[src/rtl/calendar_pkg.sv]
// Shared month/length-code constants and FSM state type for the calendar controller.
package calendar_pkg;

  localparam logic [3:0] JAN = 4'd0;
  localparam logic [3:0] FEB = 4'd1;
  localparam logic [3:0] MAR = 4'd2;
  localparam logic [3:0] APR = 4'd3;
  localparam logic [3:0] MAY = 4'd4;
  localparam logic [3:0] JUN = 4'd5;
  localparam logic [3:0] JUL = 4'd6;
  localparam logic [3:0] AUG = 4'd7;
  localparam logic [3:0] SEP = 4'd8;
  localparam logic [3:0] OCT = 4'd9;
  localparam logic [3:0] NOV = 4'd10;
  localparam logic [3:0] DEC = 4'd11;

  localparam logic [2:0] LEN_INV = 3'd0;
  localparam logic [2:0] LEN_28  = 3'd1;
  localparam logic [2:0] LEN_29  = 3'd2;
  localparam logic [2:0] LEN_30  = 3'd3;
  localparam logic [2:0] LEN_31  = 3'd4;

  typedef enum logic {STOP = 1'b0, RUN = 1'b1} state_t;

  // Invalid codes map to length 0 so no day value can be accepted against them.
  function automatic logic [4:0] code_len(input logic [2:0] code);
    case (code)
      LEN_28:  code_len = 5'd28;
      LEN_29:  code_len = 5'd29;
      LEN_30:  code_len = 5'd30;
      LEN_31:  code_len = 5'd31;
      default: code_len = 5'd0;
    endcase
  endfunction

endpackage

[src/rtl/calendar_ctrl_month_days.sv]
// Month-to-length-code decode; leap selects the February length.
module month_days
  import calendar_pkg::*;
(
  input  logic [3:0] month,
  input  logic       leap,
  output logic [2:0] days
);

  always_comb begin
    days = LEN_INV;
    case (month)
      APR, JUN, SEP, NOV:                days = LEN_30;
      FEB:                               days = leap ? LEN_29 : LEN_28;
      JAN, MAR, MAY, JUL, AUG, OCT, DEC: days = LEN_31;
      default:                           days = LEN_INV;
    endcase
  end

endmodule

[src/rtl/calendar_ctrl.sv]
// Tick-driven day/month calendar with STOP/RUN control, date load and rollover pulses.
module calendar_ctrl
  import calendar_pkg::*;
#(
  parameter int unsigned TICKS_PER_DAY = 4
) (
  input  logic       clk,
  input  logic       rst_n,
  input  logic       enable,
  input  logic       start,
  input  logic       stop,
  input  logic       load,
  input  logic [3:0] load_month,
  input  logic [4:0] load_day,
  input  logic       leap,
  output logic [3:0] month,
  output logic [4:0] day,
  output logic [2:0] days,
  output logic       running,
  output logic       month_end,
  output logic       year_end,
  output logic       load_err
);

  localparam logic [7:0] TICK_LAST = 8'(TICKS_PER_DAY - 1);

  state_t     state, state_nxt;
  logic [7:0] tick_cnt;
  logic [2:0] load_code;
  logic [4:0] cur_len, load_len;
  logic       load_ok, tick, day_adv, wrap;

  month_days u_cur_days  (.month(month),      .leap(leap), .days(days));
  month_days u_load_days (.month(load_month), .leap(leap), .days(load_code));

  // Any load (legal or not) freezes counting for that cycle.
  always_comb begin
    cur_len  = code_len(days);
    load_len = code_len(load_code);
    load_ok  = (load_month <= DEC) && (load_day != 5'd0) && (load_day <= load_len);
    tick     = (state == RUN) && enable && !load;
    day_adv  = tick && (tick_cnt == TICK_LAST);
    wrap     = (day >= cur_len);
  end

  always_comb begin
    state_nxt = state;
    case (state)
      STOP:    if (start && !stop) state_nxt = RUN;
      RUN:     if (stop)           state_nxt = STOP;
      default:                     state_nxt = STOP;
    endcase
  end

  always_ff @(posedge clk) begin
    if (!rst_n) state <= STOP;
    else        state <= state_nxt;
  end

  assign running = (state == RUN);

  always_ff @(posedge clk) begin
    if (!rst_n) begin
      month     <= JAN;
      day       <= 5'd1;
      tick_cnt  <= 8'd0;
      month_end <= 1'b0;
      year_end  <= 1'b0;
      load_err  <= 1'b0;
    end else begin
      month_end <= 1'b0;
      year_end  <= 1'b0;
      load_err  <= 1'b0;
      if (load) begin
        if (load_ok) begin
          month    <= load_month;
          day      <= load_day;
          tick_cnt <= 8'd0;
        end else begin
          load_err <= 1'b1;
        end
      end else if (tick) begin
        if (day_adv) begin
          tick_cnt <= 8'd0;
          if (wrap) begin
            day       <= 5'd1;
            month_end <= 1'b1;
            if (month >= DEC) begin
              month    <= JAN;
              year_end <= 1'b1;
            end else begin
              month <= month + 4'd1;
            end
          end else begin
            day <= day + 5'd1;
          end
        end else begin
          tick_cnt <= tick_cnt + 8'd1;
        end
      end
    end
  end

endmodule
[config.mk]
export PLATFORM = sky130hd
export DESIGN_NAME = calendar_ctrl
export DESIGN_NICKNAME = d
export VERILOG_FILES = /design/src/rtl/calendar_pkg.sv /design/src/rtl/calendar_ctrl_month_days.sv /design/src/rtl/calendar_ctrl.sv
export SDC_FILE = /design/constraint.sdc
export NUM_CORES = 1
export LEC_CHECK = 0
export ABC_AREA = 1
export CORE_MARGIN = 3
export CORE_UTILIZATION = 56
export CTS_CLUSTER_DIAMETER = 40
export DETAILED_ROUTE_END_ITERATION = 8
export GPL_TIMING_DRIVEN = 0
export PLACE_DENSITY = 0.85
export SLEW_MARGIN = 20
export SYNTH_ARGS = -nofsm -noshare
export SYNTH_HDL_FRONTEND = slang
export SYNTH_SLANG_ARGS = --single-unit
[constraint.sdc]
create_clock -name clk -period 3.7 [get_ports clk]
set_input_delay 0.37 -clock clk [delete_from_list [all_inputs] [get_ports clk]]
set_output_delay 0.37 -clock clk [all_outputs]
set_load 0.02 [all_outputs]
=== Yosys cells after proc, flatten, opt, wreduce, memory -nomap -nowiden ===
Index checks and enable logic that the tools add are counted.

* Output and inout port bits: 16
* Register bits: 21
* Bits of input ports: 16
* Word-level logic and storage cells: 101

* Eq/ne operators: 32
* Magnitude comparators: 4
* Bitwise operators: 5
* Muxes and demuxes: 26
* $add $sub $neg: 3
* Reduce and logical (&&, ||, !) cells: 24

{| class="wikitable"
|+ Operator list
! cell !! number
|-
| $pmux W5 S4 || 2
|-
| $eq A4 B3 Y1 const B || 8
|-
| $eq A4 B4 Y1 const B || 8
|-
| $mux W8 || 4
|-
| $mux W5 || 5
|-
| $mux W4 || 6
|-
| $pmux W3 S3 || 2
|-
| $eq A4 B2 Y1 const B || 4
|-
| $reduce_or A7 Y1 || 2
|-
| $eq A3 B2 Y1 const B || 4
|-
| $reduce_or A4 Y1 || 3
|-
| $add A8 B1 Y8 const B || 1
|-
| $eq A4 B1 Y1 const B || 2
|-
| $eq A8 B2 Y1 const B || 1
|-
| $logic_not A4 Y1 || 2
|-
| $eq A3 B1 Y1 const B || 2
|-
| $eq A3 B3 Y1 const B || 2
|-
| $logic_and A1 B1 Y1 || 6
|-
| $reduce_bool A2 Y1 || 3
|-
| $add A5 B1 Y5 const B || 1
|-
| $ge A5 B5 Y1 || 1
|-
| $le A5 B5 Y1 || 1
|-
| $mux W1 || 5
|-
| $not A1 Y1 || 5
|-
| other kinds (12) || 14
|}

=== Longest topological paths before layout ===
* Depth in word-level cells: 10
* Gate-level depth with buffers: 20
* Mapped depth without buffers: 20

=== Cells and area by module ===
From an unflattened synthesis, not the netlist that was laid out.

* Cells, all modules: 274
* Area, all modules: 1695.4 um^2

{| class="wikitable"
|+ Modules (own cells, without submodules)
! module !! area an instance (um^2) !! cells each !! times used !! seq. area each (um^2)
|-
| calendar_ctrl || 1530.2 || 236 || 1 || 420.4
|-
| month_days || 82.6 || 19 || 2 || 0.0
|}

=== Worst setup path before layout ===
Ideal clock, no wire load.

* Path kind: reg2reg
* Start point: register month[1]
* End point: register day[0]
* Library setup time: 0.133 ns
* Buffers on the path: 0
* Clock period less this slack: 2.536 ns
* Required time: 3.567 ns
* Arrival time: 2.403 ns
* Stages on the path, launching flop included: 19
* Path slack: 1.164 ns
* Cells stage by stage: dfxtp_1 > inv_1 > ha_1 > inv_1 > nor2_1 > o2bb2ai_1 > o21ai_2 > nor2_1 > nand2_1 > nand2_1 > ha_1 > nand2_1 > nand2_1 > a21oi_1 > nand2_1 > nor2_1 > nand2_1 > nand3_1 > nand3_1

* Word-level cells in the longest chain between the ends: 10
* Elaborated cells on any way between the ends: 25
* Those cells by class: 1 x order compare; 15 x eq/ne; 6 x mux; 3 x reduce/logical

{| class="wikitable"
|+ RTL lines
! element !! RTL line !! source
|-
| from (decl) || calendar_ctrl.sv:16 || <nowiki>output logic [3:0] month,</nowiki>
|-
| from (signal assigned) || calendar_ctrl.sv:76 || <nowiki>month <= load_month;</nowiki>
|-
| from (signal assigned) || calendar_ctrl.sv:92 || <nowiki>month <= month + 4'd1;</nowiki>
|-
| $eq A4 B2 Y1 (tied with other cells) || calendar_ctrl_month_days.sv:12 || <nowiki>case (month)</nowiki>
|-
| $reduce_or A7 Y1 or $reduce_or A4 Y1 (tied branches) || calendar_ctrl_month_days.sv:12 ||
|-
| $pmux W3 S3 * || calendar_ctrl_month_days.sv:12 ||
|-
| named net days[2] || calendar_ctrl.sv:18 || <nowiki>output logic [2:0] days,</nowiki>
|-
| $eq A3 B3 Y1 (tied with other cells) || calendar_pkg.sv:27 || <nowiki>case (code)</nowiki>
|-
| $pmux W5 S4 * || calendar_pkg.sv:27 ||
|-
| $ge A5 B5 Y1 * || calendar_ctrl.sv:43 || <nowiki>wrap = (day >= cur_len);</nowiki>
|-
| $mux W5 * || calendar_ctrl.sv:85 || <nowiki>if (wrap) begin</nowiki>
|-
| $mux W5 * || calendar_ctrl.sv:83 || <nowiki>if (day_adv) begin</nowiki>
|-
| $mux W5 * || calendar_ctrl.sv:82 || <nowiki>end else if (tick) begin</nowiki>
|-
| $mux W5 * || calendar_ctrl.sv:74 || <nowiki>if (load) begin</nowiki>
|-
| to (signal assigned) || calendar_ctrl.sv:77 || <nowiki>day <= load_day;</nowiki>
|-
| to (signal assigned) || calendar_ctrl.sv:95 || <nowiki>day <= day + 5'd1;</nowiki>
|-
| to (decl) || calendar_ctrl.sv:17 || <nowiki>output logic [4:0] day,</nowiki>
|}

Mark *: on every way through the listed nets, which the timed path passes. The rest lies on a longest branch. The select of a mux whose other input is x is not followed.
A chain may end at the register's enable or synchronous reset.

=== Worst setup path after layout ===
* Start point: register month[1]
* End point: register month[3]

* Word-level cells in the longest chain between the ends: 8
* Elaborated cells on any way between the ends: 30
* Those cells by class: 1 x add/sub; 2 x order compare; 15 x eq/ne; 7 x mux; 5 x reduce/logical

{| class="wikitable"
|+ RTL lines
! element !! RTL line
|-
| $eq A4 B2 Y1 (tied with other cells) || calendar_ctrl_month_days.sv:12
|-
| $reduce_or A7 Y1 or $reduce_or A4 Y1 (tied branches) || calendar_ctrl_month_days.sv:12
|-
| $pmux W3 S3 || calendar_ctrl_month_days.sv:12
|-
| $eq A3 B3 Y1 (tied with other cells) || calendar_pkg.sv:27
|-
| $pmux W5 S4 || calendar_pkg.sv:27
|-
| $ge A5 B5 Y1 || calendar_ctrl.sv:43
|-
| $reduce_bool A2 Y1 (no source line) || n/a
|-
| $reduce_and A4 Y1 (no source line) || n/a
|}

Several ways; a longest one is shown, not always the timed one. The select of a mux whose other input is x is not followed.

==> results.json <==
{
  "yosysWarnings": 0,
  "p_leak_nw": 1.01,
  "power_w": 0.000654,
  "die_x_um": 61.4,
  "drtIter0Drc": 129,
  "synth_largest_area_cell": "dfxtp_1",
  "maxCapViolCount": 0,
  "min_from": "tick_cnt[1]$_SDFFE_PN0P_",
  "numClockSinks": 21,
  "drc_errors": 0,
  "swShare_pct": 38.7,
  "num_vias": 1771,
  "power.share.clock_pct": 18.0,
  "cts_root_buf": "clkbuf_4",
  "synth.net_count": 295,
  "cts.reportedPaths.clkPinSlew_ns": 0.13,
  "grt_pass1_vias": 1616,
  "layout_min_cycle_time_ns": 2.81,
  "antenna_found_initial": 0,
  "first_pass_iters": 4,
  "grt_start_max_net_pins": 13,
  "yosysTopAreaCellShare_pct": 24.5,
  "dp_hpwl_mm": 3.11,
  "core-area_um2": 2830,
  "drive_above_1_share_pct": 8.72,
  "tightest_slew_ns": 0.483,
  "grt_remaining_overflow": 0,
  "fin_area_um2": 2090,
  "status": "complete, no violations",
  "startpoint_type": "register",
  "hold_viol": 0,
  "fin_tns_setup_ns": 0,
  "slew_headroom_pct": 67.8,
  "synth_area_leaders": "dfxtp_1 24%, nand2_1 14%, ha_1 12%, nor2_1 9.0%, nand3_1 6.4%",
  "synth-seq-area-share_pct": 24.5,
  "fin_skew_ns": 0.0114,
  "cts_hold_buf": 0,
  "synth_cells": 263,
  "r2r_cells": 19,
  "wl_per_cell_um": 12.2,
  "clockBufferDepth": 2,
  "synth.ff_latch_count": 21,
  "grt_use_total_pct": 24.3,
  "drtAntennaViolNets": 0,
  "post_cts_resized": 0,
  "worstPathArrival_ns": 3.07,
  "fillers": 239,
  "path_max_fanout": 6,
  "whs_path_depth": 2,
  "clk_latency_ns": 0.32,
  "cts_tree": "done",
  "diodes": 0,
  "r2r-start": "month[1]$_SDFFE_PN0P_",
  "ys_types": 36,
  "wl_mm": 4.01,
  "synth.avg_cell_area_um2": 6.53,
  "place_congestion": 0.876,
  "die_area_um2": 3770,
  "pwr-share-seq_pct": 40.5,
  "die_h_um": 61.4,
  "grt_pass1_wl_mm": 6.93,
  "maxSlewViolCount": 0,
  "ios": 32,
  "min_path_type": "register to register",
  "final_nets": 331,
  "cts_buffers": 3,
  "cts_setup_buffers": 0,
  "reg2reg_slack_ns": 0.89,
  "endpoint_kind": "register",
  "intPower_w": 0.000401,
  "h-tree-depth": 1,
  "netSwitchingPower_w": 0.000253,
  "area_growth_pct": 21.9,
  "rsz0062_at_grt": "false",
  "cp.required_ns": 3.96,
  "power_density_nw_per_um2": 312,
  "combPwrFrac_pct": 41.5,
  "start_util_pct": 60.7,
  "synth_area_um2": 1720,
  "finalSetupViolations": 0,
  "fmax_mhz": 355,
  "whs_endpoint": "tick_cnt[1]$_SDFFE_PN0P_",
  "vias_per_cell": 5.38,
  "finalCritPeriodShare_pct": 76.0,
  "r2r-end": "month[3]$_SDFFE_PN0P_",
  "place.port_buffers": 31,
  "rows": 19,
  "critPathKind": "register to register",
  "peakVddDrop_uv": 213,
  "postPlaceCellArea_um2": 2070
}
==> final cells by class <==
class	count	area [um^2]	area share [%]
Inverter	32	121	5.80
Sequential cell	21	420	20.1
Tap cell	31	38.8	1.85
Multi-Input combinational cell	205	1140	54.6
Clock buffer	3	22.5	1.08
Buffer	5	31.3	1.49
Clock inverter	1	5.00	0.239
Timing Repair Buffer	31	310	14.8
==> routing by layer <==
metal | global-route usage (%) | share of wire, %
met1 | 33.2 | 49
met4 | 8.79 | 0.80
met2 | 38.4 | 45
met3 | 4.19 | 5.6
met5 | 0 | 0
==> worst max-delay path by stage <==
stage	startpoint	endpoint	slack, ns	cells after the start
5_1_grt	month[1]$_SDFFE_PN0P_	month[3]$_SDFFE_PN0P_	0.59	19
4_1_cts	month[1]$_SDFFE_PN0P_	month[3]$_SDFFE_PN0P_	0.90	19
3_3_place_gp	month[0]$_SDFFE_PN0P_	month[3]$_SDFFE_PN0P_	1.03	17
6_report	month[1]$_SDFFE_PN0P_	month[3]$_SDFFE_PN0P_	0.89	19
2_1_floorplan	month[1]$_SDFFE_PN0P_	day[0]$_SDFFE_PN1P_	1.16	18
3_5_place_dp	month[1]$_SDFFE_PN0P_	month[3]$_SDFFE_PN0P_	0.95	19
==> stage by stage <==
step                setup WS, ns  utilization, %  hold WS, ns  instances
CTS                        0.902            74.0        0.518        329
finish                     0.887            74.0        0.522        329
global placement            1.03            73.0        0.490        325
floorplan                   1.16               -        0.447        263
detailed placement         0.952            73.0        0.502        325
global route               0.587            74.0        0.554        329
==> cell usage in the layout (no fill, tap or decap), drive strengths merged, types with 6 or more instances in the layout <==
master,n
nand3,25
ha,16
clkdlybuf4s50,31
xor2,6
nor2,42
nand2,70
a21oi,11
o21ai,10
inv,30
dfxtp,21
==> power groups by stage <==
| stage | Sequential, W | Clock, W | Combinational (W) |
|---|---|---|---|
| 2_1_floorplan | 0.000278 | 0 | 0.000170 |
| 3_3_place_gp | 0.000270 | 0 | 0.000264 |
| 3_5_place_dp | 0.000270 | 0 | 0.000271 |
| 4_1_cts | 0.000265 | 0.000121 | 0.000272 |
| 5_1_grt | 0.000268 | 0.000126 | 0.000311 |
| 6_report | 0.000265 | 0.000118 | 0.000271 |
==> worst max-delay path, cell delays in order (launching register included) <==
cell     delay (ns)
dfxtp_1        0.46
inv_1          0.12
ha_1           0.21
inv_1          0.08
nor2_1         0.05
a21oi_1        0.12
o21a_2         0.18
inv_1          0.05
o21ai_1        0.15
nand2_1        0.12
ha_1           0.30
nand2_1        0.07
nand2_1        0.05
a21oi_1        0.17
nand2_1        0.14
nand2_2        0.16
nand2_2        0.10
inv_2          0.07
nor2_1         0.04
nor2_1         0.11
==> cells in the mapped netlist (all sizes together) <==
library cell,instances
a211oi,2
a21oi,11
and3,1
buf,3
clkbuf,2
clkinv,2
dfxtp,21
ha,16
inv,30
nand2,70
nand3,25
nand3b,5
nand4,2
nor2,42
nor3,4
nor3b,4
nor4,1
o21a,1
o21ai,10
o22ai,2
o2bb2ai,1
xnor2,2
xor2,6
==> state kept, by name, summed over array words and instances (netlist names) <==
name	flops
tick_cnt	8
month_end	1
running	1
year_end	1
day	5
month	4
load_err	1
==> kinds of logic after synthesis <==
| kind of cell | share of synthesized area (%) |
|---|---|
| buffers and inverters | 8.89 |
| DFF | 24.5 |
| AOI/OAI and AO/OA | 8.96 |
| xor gates and xnor gates | 4.08 |
| and+or+nand+nor | 41.9 |
| adders and majority gates | 11.7 |
(Power assumes the default switching activity.)
